### config.mk
export PLATFORM = sky130hd
export DESIGN_NAME = pipe_stage_elastic
export DESIGN_NICKNAME = d
export VERILOG_FILES = /design/src/rtl/pipe_pkg.sv /design/src/rtl/pipe_data_reg.sv /design/src/rtl/pipe_stage_elastic.sv
export SDC_FILE = /design/constraint.sdc
export NUM_CORES = 1
export LEC_CHECK = 0
export ABC_AREA = 1
export ABC_CLOCK_PERIOD_IN_PS = 1650
export CAP_MARGIN = 10
export CELL_PAD_IN_SITES_DETAIL_PLACEMENT = 1
export CELL_PAD_IN_SITES_GLOBAL_PLACEMENT = 2
export CORE_UTILIZATION = 26
export DETAILED_ROUTE_END_ITERATION = 7
export GPL_TIMING_DRIVEN = 0
export PLACE_DENSITY_LB_ADDON = 0.1
export SLEW_MARGIN = 20
export SYNTH_ARGS = -nofsm -noshare
export SYNTH_HDL_FRONTEND = slang
export SYNTH_SLANG_ARGS = --single-unit
### constraint.sdc
create_clock -name i_clk -period 1.65 [get_ports i_clk]
set_input_delay 0.2475 -clock i_clk [delete_from_list [all_inputs] [get_ports i_clk]]
set_output_delay 0.2475 -clock i_clk [all_outputs]
set_load 0.1 [all_outputs]
### src/rtl/pipe_pkg.sv
// Shared definitions for the elastic inter-stage registers: occupancy
// encoding, the NOP instruction, and the payload layout of every stage.
package pipe_pkg;

    // The skid state is encoded directly as the number of entries held.
    typedef enum logic [1:0] {
        OCC_EMPTY = 2'd0,
        OCC_ONE   = 2'd1,
        OCC_TWO   = 2'd2
    } occ_state_e;

    // addi x0, x0, 0 -- loaded into the instruction field on reset.
    localparam logic [31:0] NOP_INSTR = 32'h00000013;

    localparam int XLEN   = 32;
    localparam int CTRL_W = 16;

    // IF/ID payload: pc, instruction.
    localparam int IF_ID_PC_OFF    = 0;
    localparam int IF_ID_INSTR_OFF = IF_ID_PC_OFF + XLEN;
    localparam int IF_ID_W         = IF_ID_INSTR_OFF + XLEN;

    // ID/EX payload: pc, instruction, control bits, rs1 data, rs2 data.
    localparam int ID_EX_PC_OFF    = 0;
    localparam int ID_EX_INSTR_OFF = ID_EX_PC_OFF + XLEN;
    localparam int ID_EX_CTRL_OFF  = ID_EX_INSTR_OFF + XLEN;
    localparam int ID_EX_RS1_OFF   = ID_EX_CTRL_OFF + CTRL_W;
    localparam int ID_EX_RS2_OFF   = ID_EX_RS1_OFF + XLEN;
    localparam int ID_EX_W         = ID_EX_RS2_OFF + XLEN;

    // EX/MEM payload: pc, instruction, control bits, ALU result, store data.
    localparam int EX_MEM_PC_OFF    = 0;
    localparam int EX_MEM_INSTR_OFF = EX_MEM_PC_OFF + XLEN;
    localparam int EX_MEM_CTRL_OFF  = EX_MEM_INSTR_OFF + XLEN;
    localparam int EX_MEM_ALU_OFF   = EX_MEM_CTRL_OFF + CTRL_W;
    localparam int EX_MEM_RS2_OFF   = EX_MEM_ALU_OFF + XLEN;
    localparam int EX_MEM_W         = EX_MEM_RS2_OFF + XLEN;

    // MEM/WB payload: pc, instruction, control bits, writeback result.
    localparam int MEM_WB_PC_OFF     = 0;
    localparam int MEM_WB_INSTR_OFF  = MEM_WB_PC_OFF + XLEN;
    localparam int MEM_WB_CTRL_OFF   = MEM_WB_INSTR_OFF + XLEN;
    localparam int MEM_WB_RESULT_OFF = MEM_WB_CTRL_OFF + CTRL_W;
    localparam int MEM_WB_W          = MEM_WB_RESULT_OFF + XLEN;

    // True when a stage in the given state still has room for another beat.
    function automatic logic occ_has_room(input occ_state_e s);
        return (s != OCC_TWO);
    endfunction

endpackage

### src/rtl/pipe_data_reg.sv
// WIDTH-bit payload register with load enable; reset loads RESET_PAYLOAD.
module pipe_data_reg #(
    parameter int                 WIDTH         = 32,
    parameter logic [WIDTH-1:0]   RESET_PAYLOAD = '0
) (
    input  logic             i_clk,
    input  logic             i_rst,
    input  logic             i_load,
    input  logic [WIDTH-1:0] i_d,
    output logic [WIDTH-1:0] o_q
);

    // Reset wins over a load; otherwise capture the payload when enabled.
    always_ff @(posedge i_clk) begin
        if (i_rst) begin
            o_q <= RESET_PAYLOAD;
        end else if (i_load) begin
            o_q <= i_d;
        end
    end

endmodule

### src/rtl/pipe_stage_elastic.sv
// Elastic inter-stage register with valid/ready handshake and flush.
// SKID=0: one slot, ready passes straight through from downstream.
// SKID=1: two slots, ready comes from a flop so the stall chain is cut here.
module pipe_stage_elastic
    import pipe_pkg::*;
#(
    parameter int               WIDTH         = 32,
    parameter int               SKID          = 1,
    parameter logic [WIDTH-1:0] RESET_PAYLOAD = '0
) (
    input  logic             i_clk,
    input  logic             i_rst,
    input  logic             i_flush,
    input  logic             i_valid,
    output logic             o_ready,
    input  logic [WIDTH-1:0] i_data,
    output logic             o_valid,
    input  logic             i_ready,
    output logic [WIDTH-1:0] o_data,
    output logic [1:0]       o_occupancy
);

    logic             in_xfer;
    logic             out_xfer;
    logic             head_load;
    logic [WIDTH-1:0] head_d;

    assign in_xfer  = i_valid & o_ready;
    assign out_xfer = o_valid & i_ready;

    // The head register drives o_data directly with no output mux.
    pipe_data_reg #(
        .WIDTH         (WIDTH),
        .RESET_PAYLOAD (RESET_PAYLOAD)
    ) u_head (
        .i_clk  (i_clk),
        .i_rst  (i_rst),
        .i_load (head_load),
        .i_d    (head_d),
        .o_q    (o_data)
    );

    generate
        if (SKID != 0) begin : g_skid
            occ_state_e       state_q;
            occ_state_e       state_d;
            logic             ready_q;
            logic             skid_load;
            logic             head_from_skid;
            logic [WIDTH-1:0] skid_q;

            pipe_data_reg #(
                .WIDTH         (WIDTH),
                .RESET_PAYLOAD (RESET_PAYLOAD)
            ) u_skid (
                .i_clk  (i_clk),
                .i_rst  (i_rst),
                .i_load (skid_load),
                .i_d    (i_data),
                .o_q    (skid_q)
            );

            // State register plus a registered ready that looks one state ahead.
            always_ff @(posedge i_clk) begin
                if (i_rst) begin
                    state_q <= OCC_EMPTY;
                    ready_q <= 1'b1;
                end else begin
                    state_q <= state_d;
                    ready_q <= occ_has_room(state_d);
                end
            end

            // Next occupancy and the payload moves into head/skid for this cycle.
            always_comb begin
                state_d        = state_q;
                head_load      = 1'b0;
                skid_load      = 1'b0;
                head_from_skid = 1'b0;
                if (i_flush) begin
                    state_d = OCC_EMPTY;
                end else begin
                    case (state_q)
                        OCC_EMPTY: begin
                            if (in_xfer) begin
                                head_load = 1'b1;
                                state_d   = OCC_ONE;
                            end
                        end
                        OCC_ONE: begin
                            if (in_xfer && out_xfer) begin
                                head_load = 1'b1;
                            end else if (in_xfer) begin
                                skid_load = 1'b1;
                                state_d   = OCC_TWO;
                            end else if (out_xfer) begin
                                state_d = OCC_EMPTY;
                            end
                        end
                        OCC_TWO: begin
                            if (out_xfer) begin
                                head_load      = 1'b1;
                                head_from_skid = 1'b1;
                                state_d        = OCC_ONE;
                            end
                        end
                        default: begin
                            state_d = OCC_EMPTY;
                        end
                    endcase
                end
            end

            assign head_d      = head_from_skid ? skid_q : i_data;
            assign o_valid     = (state_q != OCC_EMPTY);
            assign o_ready     = ready_q;
            assign o_occupancy = state_q;
        end else begin : g_single
            logic valid_q;

            // Single slot: fill on accept, empty on drain, squash on flush.
            always_ff @(posedge i_clk) begin
                if (i_rst) begin
                    valid_q <= 1'b0;
                end else if (i_flush) begin
                    valid_q <= 1'b0;
                end else if (in_xfer) begin
                    valid_q <= 1'b1;
                end else if (out_xfer) begin
                    valid_q <= 1'b0;
                end
            end

            assign head_load   = in_xfer & ~i_flush;
            assign head_d      = i_data;
            assign o_valid     = valid_q;
            assign o_ready     = ~valid_q | i_ready;
            assign o_occupancy = {1'b0, valid_q};
        end
    endgenerate

    a_data_stable: assert property (@(posedge i_clk) disable iff (i_rst)
        (o_valid && !i_ready && !i_flush) |=> $stable(o_data));

    a_occ_max: assert property (@(posedge i_clk) disable iff (i_rst)
        (o_occupancy <= 2'd2));

    a_occ_single: assert property (@(posedge i_clk) disable iff (i_rst)
        (SKID == 0) |-> (o_occupancy <= 2'd1));

endmodule

---- Yosys cells after proc, flatten, opt, wreduce, memory -nomap -nowiden ----
Index checks and enable logic that the tools add are counted.
storage, ports and cells
  flip-flop bits (word level) ............. 67
  output and inout port bits .............. 36
  word-level logic and storage cells ...... 30
cells by class
  eq/ne operators ......................... 3
  muxes and demuxes ....................... 18
  bitwise gates (word level) .............. 2
  reduce and logical (&&, ||, !) cells .... 3
operators with widths
  kind                  number
  $mux W32              1
  $mux W2               6
  $mux W1               9
  $pmux W2 S3           1
  $pmux W1 S3           1
  $and A1 B1 Y1         2
  $eq A2 B1 Y1 const B  1
  $eq A2 B2 Y1 const B  1
  $logic_not A2 Y1      1
  $ne A2 B2 Y1 const B  1
  $reduce_bool A2 Y1    1
  $logic_and A1 B1 Y1   1

---- Longest topological paths before layout ----
  word-level depth ........................ 8
  gate-level depth with buffers ........... 9
  mapped depth without buffers ............ 7

---- Modules after synthesis ----
From an unflattened synthesis, not the netlist that was laid out.
second synthesis, totals
  cells, all modules ...................... 536
  area total of the unflattened synthesis .. 3408.3 µm²
modules (own cells, without submodules)
  module              times used  cells an instance  area each (µm²)  seq. area each (µm²)
  pipe_data_reg       2           203                1338.8           640.6
  pipe_stage_elastic  1           130                730.7            60.1

---- Worst setup path before layout ----
Ideal clock, no wire load.
  kind .................................... flip-flop to flip-flop
  from .................................... reg g_skid.state_q[1], in the netlist o_occupancy[1]
  to ...................................... reg g_skid.state_q[0], in the netlist o_occupancy[0]
  data arrival time ....................... 2254 ps
  required time ........................... 1522 ps
  setup slack ............................. -731 ps
  stages on the path, launching flop included .. 8
  path buffers ............................ 0
  period minus slack after synthesis ...... 2381 ps
  cell sequence ........................... dfxtp_1 > inv_1 > nand2_1 > nand2_1 > nand2_1 > nand2_1 > nand3_1 > nor2_1
between the ends
  word-level cells in the longest chain between the ends .. 7
  elaborated cells on any way between the ends .. 12
ends and longest elaborated chain
  item                    RTL line                   source
  start, declared         pipe_stage_elastic.sv:45   occ_state_e state_q;
  start signal, assigned  pipe_stage_elastic.sv:69   state_q <= state_d;
  $reduce_bool A2 Y1 (*)  pipe_stage_elastic.sv:115  assign o_valid = (state_q != OCC_EMPTY);
  named net o_valid       pipe_stage_elastic.sv:17   output logic o_valid,
  $and A1 B1 Y1 (*)       pipe_stage_elastic.sv:29   assign out_xfer = o_valid & i_ready;
  $mux W2                 pipe_stage_elastic.sv:96   end else if (out_xfer) begin
  $mux W2                 pipe_stage_elastic.sv:93   end else if (in_xfer) begin
  $mux W2                 pipe_stage_elastic.sv:91   if (in_xfer && out_xfer) begin
  $pmux W2 S3 (*)         pipe_stage_elastic.sv:83   case (state_q)
  $mux W2 (*)             pipe_stage_elastic.sv:80   if (i_flush) begin
Mark *: on every way through the listed nets, which the timed path passes. The rest lies on a longest branch.
A chain may end at the register's enable or synchronous reset.

---- Worst setup path after layout ----
  from .................................... reg g_skid.state_q[1], in the netlist o_occupancy[1]
  to ...................................... out o_occupancy[1]
RTL lines
  item           RTL line                  source
  end, declared  pipe_stage_elastic.sv:20  output logic [1:0] o_occupancy
No word-level cell between the ends.

==> impl_metrics.csv <==
group,metric,value,unit
setup_path,rr_endpoint,"u_head.o_q[3]$_SDFFE_PP0P_",
clocking,cts_max_level,3,
global_route,grt_start_max_net_pins,11,
global_route,grt.busiest_layer,"met2",
yosys,syn_inst,485,
layout,final_nets,606,
detailed_routing,first_pass_iters,6,
power_and_ir_drop,clkPwrFrac,0.423,
flow_run,drv_cap,0,
global_route,grt_pass1_vias,3344,
setup_path,critPathTopFamily,"buffers and inverters",
power_and_ir_drop,power_density,1070,nW/um2
sta,relSlewSlack,0.625,
power_and_ir_drop,seqPwrFrac,0.366,
detailed_routing,drc,8,
run_status,violations,"DRC",
power_and_ir_drop,pwr-share-comb,0.211,
layout,post-route-util,0.381,
sta,max_clock_freq,638,MHz
setup_path,cp.depth,1,
clocking,hold_buffers,0,
clocking,cts_inserted_buffers,9,
place,place_inst,699,
yosys,synth_mux_area_frac,0,
detailed_routing,ant_nets,0,
floorplan,dieArea,12400,um2
floorplan,ioPinCount,73,
detailed_routing,vias,3247,
sta,drv_slew,0,
place,placed_area,4020,um2
yosys,synth.avg_cell_area,6.43,um2
worst_hold_path,hold_class,"in -> reg",
clocking,cts_sinks,67,
setup_path,crit_buf_inv,1,
global_route,antenna_found_initial,0,
floorplan,fp.coreArea,11600,um2
power_and_ir_drop,internal_power,3250,uW
setup_path,crit_start,"o_occupancy[1]$_SDFF_PP0_",
setup_path,worstSetupPathType,"reg -> out",
global_route,overflow,0,
yosys,synthSimpleGateAreaFrac,0.412,
setup_path,r2r_cells,9,
sta,tightest_slew,0.565,ns
setup_path,worst_ep_required_time,1.40,ns
clocking,root_buffer,"clkbuf_16",
global_route,grt_util_met3,0.0343,
floorplan,die_h,112,um
yosys,synth_top_area_share,0.430,
layout,fin_area,4410,um2
power_and_ir_drop,leakagePower,0.00193,uW
place,portBuffers,71,
setup_path,crit_arrival,1.32,ns
global_route,use_met1,0.214,
floorplan,dieWidth,112,um
yosys,synth_top_family_by_area,"simple AND/OR/NAND/NOR gates",
sta,whs,0.341,ns
sta,setup_viol,0,
sta,period_minus_slack,1.57,ns
clocking,cts_tree,"yes",
yosys,yosys_register_bits,67,
layout,drive_gt1_frac,0.150,
floorplan,num_rows,39,
power_and_ir_drop,swShare,0.310,
setup_path,crit_end,"o_occupancy[1]",
yosys,yosys.area.top_type,"dfxtp_1",
sta,hold_viol_final,0,
global_route,grt_pass1_wl,17.0,mm
clocking,clk_pin_slew,0.05,ns
detailed_routing,wire_per_inst,14.3,um
setup_path,critical_path.max_stage_delay,0.59,ns
run_status,status,"finished with violations",
setup_path,path_max_fanout,6,
sta,rsz0062_at_grt,"yes",
yosys,syn-num-nets,522,
detailed_routing,first_iter_violations,154,
setup_path,startpoint_type,"register",
sta,fin_skew,0.00321,ns
setup_path,crit_path_top_delay_cell,"clkdlybuf4s15_2",
floorplan,initial_core_util,0.270,
yosys,yosysWarnings,0,
power_and_ir_drop,ir_worst_vdd,385,uV
layout,stdcell_count,717,
detailed_routing,drt-total-wl,10.3,mm
setup_path,rrSetupSlack,0.16,ns
global_route,track_usage,0.175,
yosys,synth.distinct_cells,14,
setup_path,path_cells,"clkdlybuf4s15_2",
yosys,ys_seq_area_frac,0.430,
yosys,synth-compound-area-share,0.0554,
yosys,synthAdderAreaFrac,0,
yosys,netlist_area,3120,um2
power_and_ir_drop,switchingPower,1460,uW
clocking,worstSkewPairLatency,0.33,ns
layout,area_delta_synth_final,41.4,%
sta,period_share,0.950,
global_route,grt_use_met2,0.306,
layout,antennaDiodeCount,0,
setup_path,rr_startpoint,"o_occupancy[1]$_SDFF_PP0_",
detailed_routing,vias_per_cell,4.53,
place,hpwl,7.29,mm
yosys,synthXorXnorAreaFrac,0,
yosys,synth_area_leaders,"dfxtp_1, nand2_1, nand3_1",
place,gp_congestion,0.754,
setup_path,endpoint_kind,"output pin",
clocking,clk_path_buf_depth,2,
[cells in the final DEF (no fill, tap or decap), types with 9 or more instances in the layout]
cell	instances
clkbuf_16	9
inv_1	40
dfxtp_1	64
buf_2	19
clkdlybuf4s15_2	35
clkbuf_1	11
clkdlybuf4s50_1	35
nor2_1	67
nand2_1	138
a21oi_1	32
nand3_1	98
[stage by stage]
step / power (uW) / setup WS, ns / setup TNS (ns)
5_1_grt: 4920 / -0.00277 / -0.00349
6_report: 4710 / 0.0828 / 0
3_3_place_gp: 2760 / -0.390 / -18.30
3_5_place_dp: 2770 / -0.408 / -19.57
2_1_floorplan: 2460 / 0.0302 / 0
4_1_cts: 4770 / 0.0153 / 0
[timing repair]
item,in CTS,in global routing
setup buffers,0,2
resized for setup,112,13
endpoints found under the hold margin,0,0
pin swaps,0,2
cloned,0,0
endpoints found under the setup margin,63,31
[synthesized netlist by cell type]
cell / count
o21ai_0: 1
buf_2: 25
nand2_1: 139
nor3_2: 1
inv_2: 2
nand3_1: 99
dfxtp_1: 67
nor2_1: 67
buf_1: 1
o211ai_1: 1
a21oi_1: 32
clkbuf_1: 9
nor2_2: 1
inv_1: 40
[cell families (layout without fill, tap and decap cells)]
kind of cell           count (synthesis)  count (layout)
AOI/OAI and AO/OA                     34              34
DFF                                   67              67
buffers and inverters                 77             166
and+or+nand+nor                      307             307
[power groups by stage]
| stage | Sequential (uW) | Clock, uW | Combinational (uW) |
|---|---|---|---|
| floorplan | 2190 | 0 | 270 |
| global placement | 1750 | 0 | 1000 |
| detailed placement | 1760 | 0 | 1010 |
| CTS | 1720 | 2050 | 999 |
| global route | 1730 | 2130 | 1060 |
| finish | 1720 | 1990 | 995 |
[worst min path at each step]
| stage | startpoint | to | slack, ns | cells after the start |
|---|---|---|---|---|
| after floorplan | i_flush | o_occupancy[0]$_SDFF_PP0_ | 0.40 | 3 |
| after global placement | g_skid.u_skid.o_q[12]$_SDFFE_PP0P_ | g_skid.u_skid.o_q[12]$_SDFFE_PP0P_ | 0.45 | 2 |
| after detailed placement | g_skid.u_skid.o_q[8]$_SDFFE_PP0P_ | g_skid.u_skid.o_q[8]$_SDFFE_PP0P_ | 0.46 | 2 |
| after CTS | i_rst | g_skid.u_skid.o_q[1]$_SDFFE_PP0P_ | 0.33 | 2 |
| after global routing | i_rst | g_skid.u_skid.o_q[31]$_SDFFE_PP0P_ | 0.37 | 2 |
| final | i_rst | g_skid.u_skid.o_q[1]$_SDFFE_PP0P_ | 0.34 | 2 |
[layer usage]
metal  up-vias  part of all wire
met5         -                 0
met4         0             0.012
met3         8             0.036
met2        54              0.49
met1      1492              0.46
li1       1693                 -
[final cells by class]
type	count	area [um2]
fillers	1474	7150
multi-input cells	341	1480
flip-flops and latches	67	1350
repair buffers	73	767
clock buffers	15	278
plain buffers	35	179
well taps	143	179
inverters	42	158
clock inverters	1	30.0
[state kept, by name, summed over array words and instances (netlist names)]
name / cells
g_skid.u_skid.o_q: 32
o_occupancy: 2
o_ready: 1
u_head.o_q: 32
No activity file was read; power rests on OpenSTA's default activity.
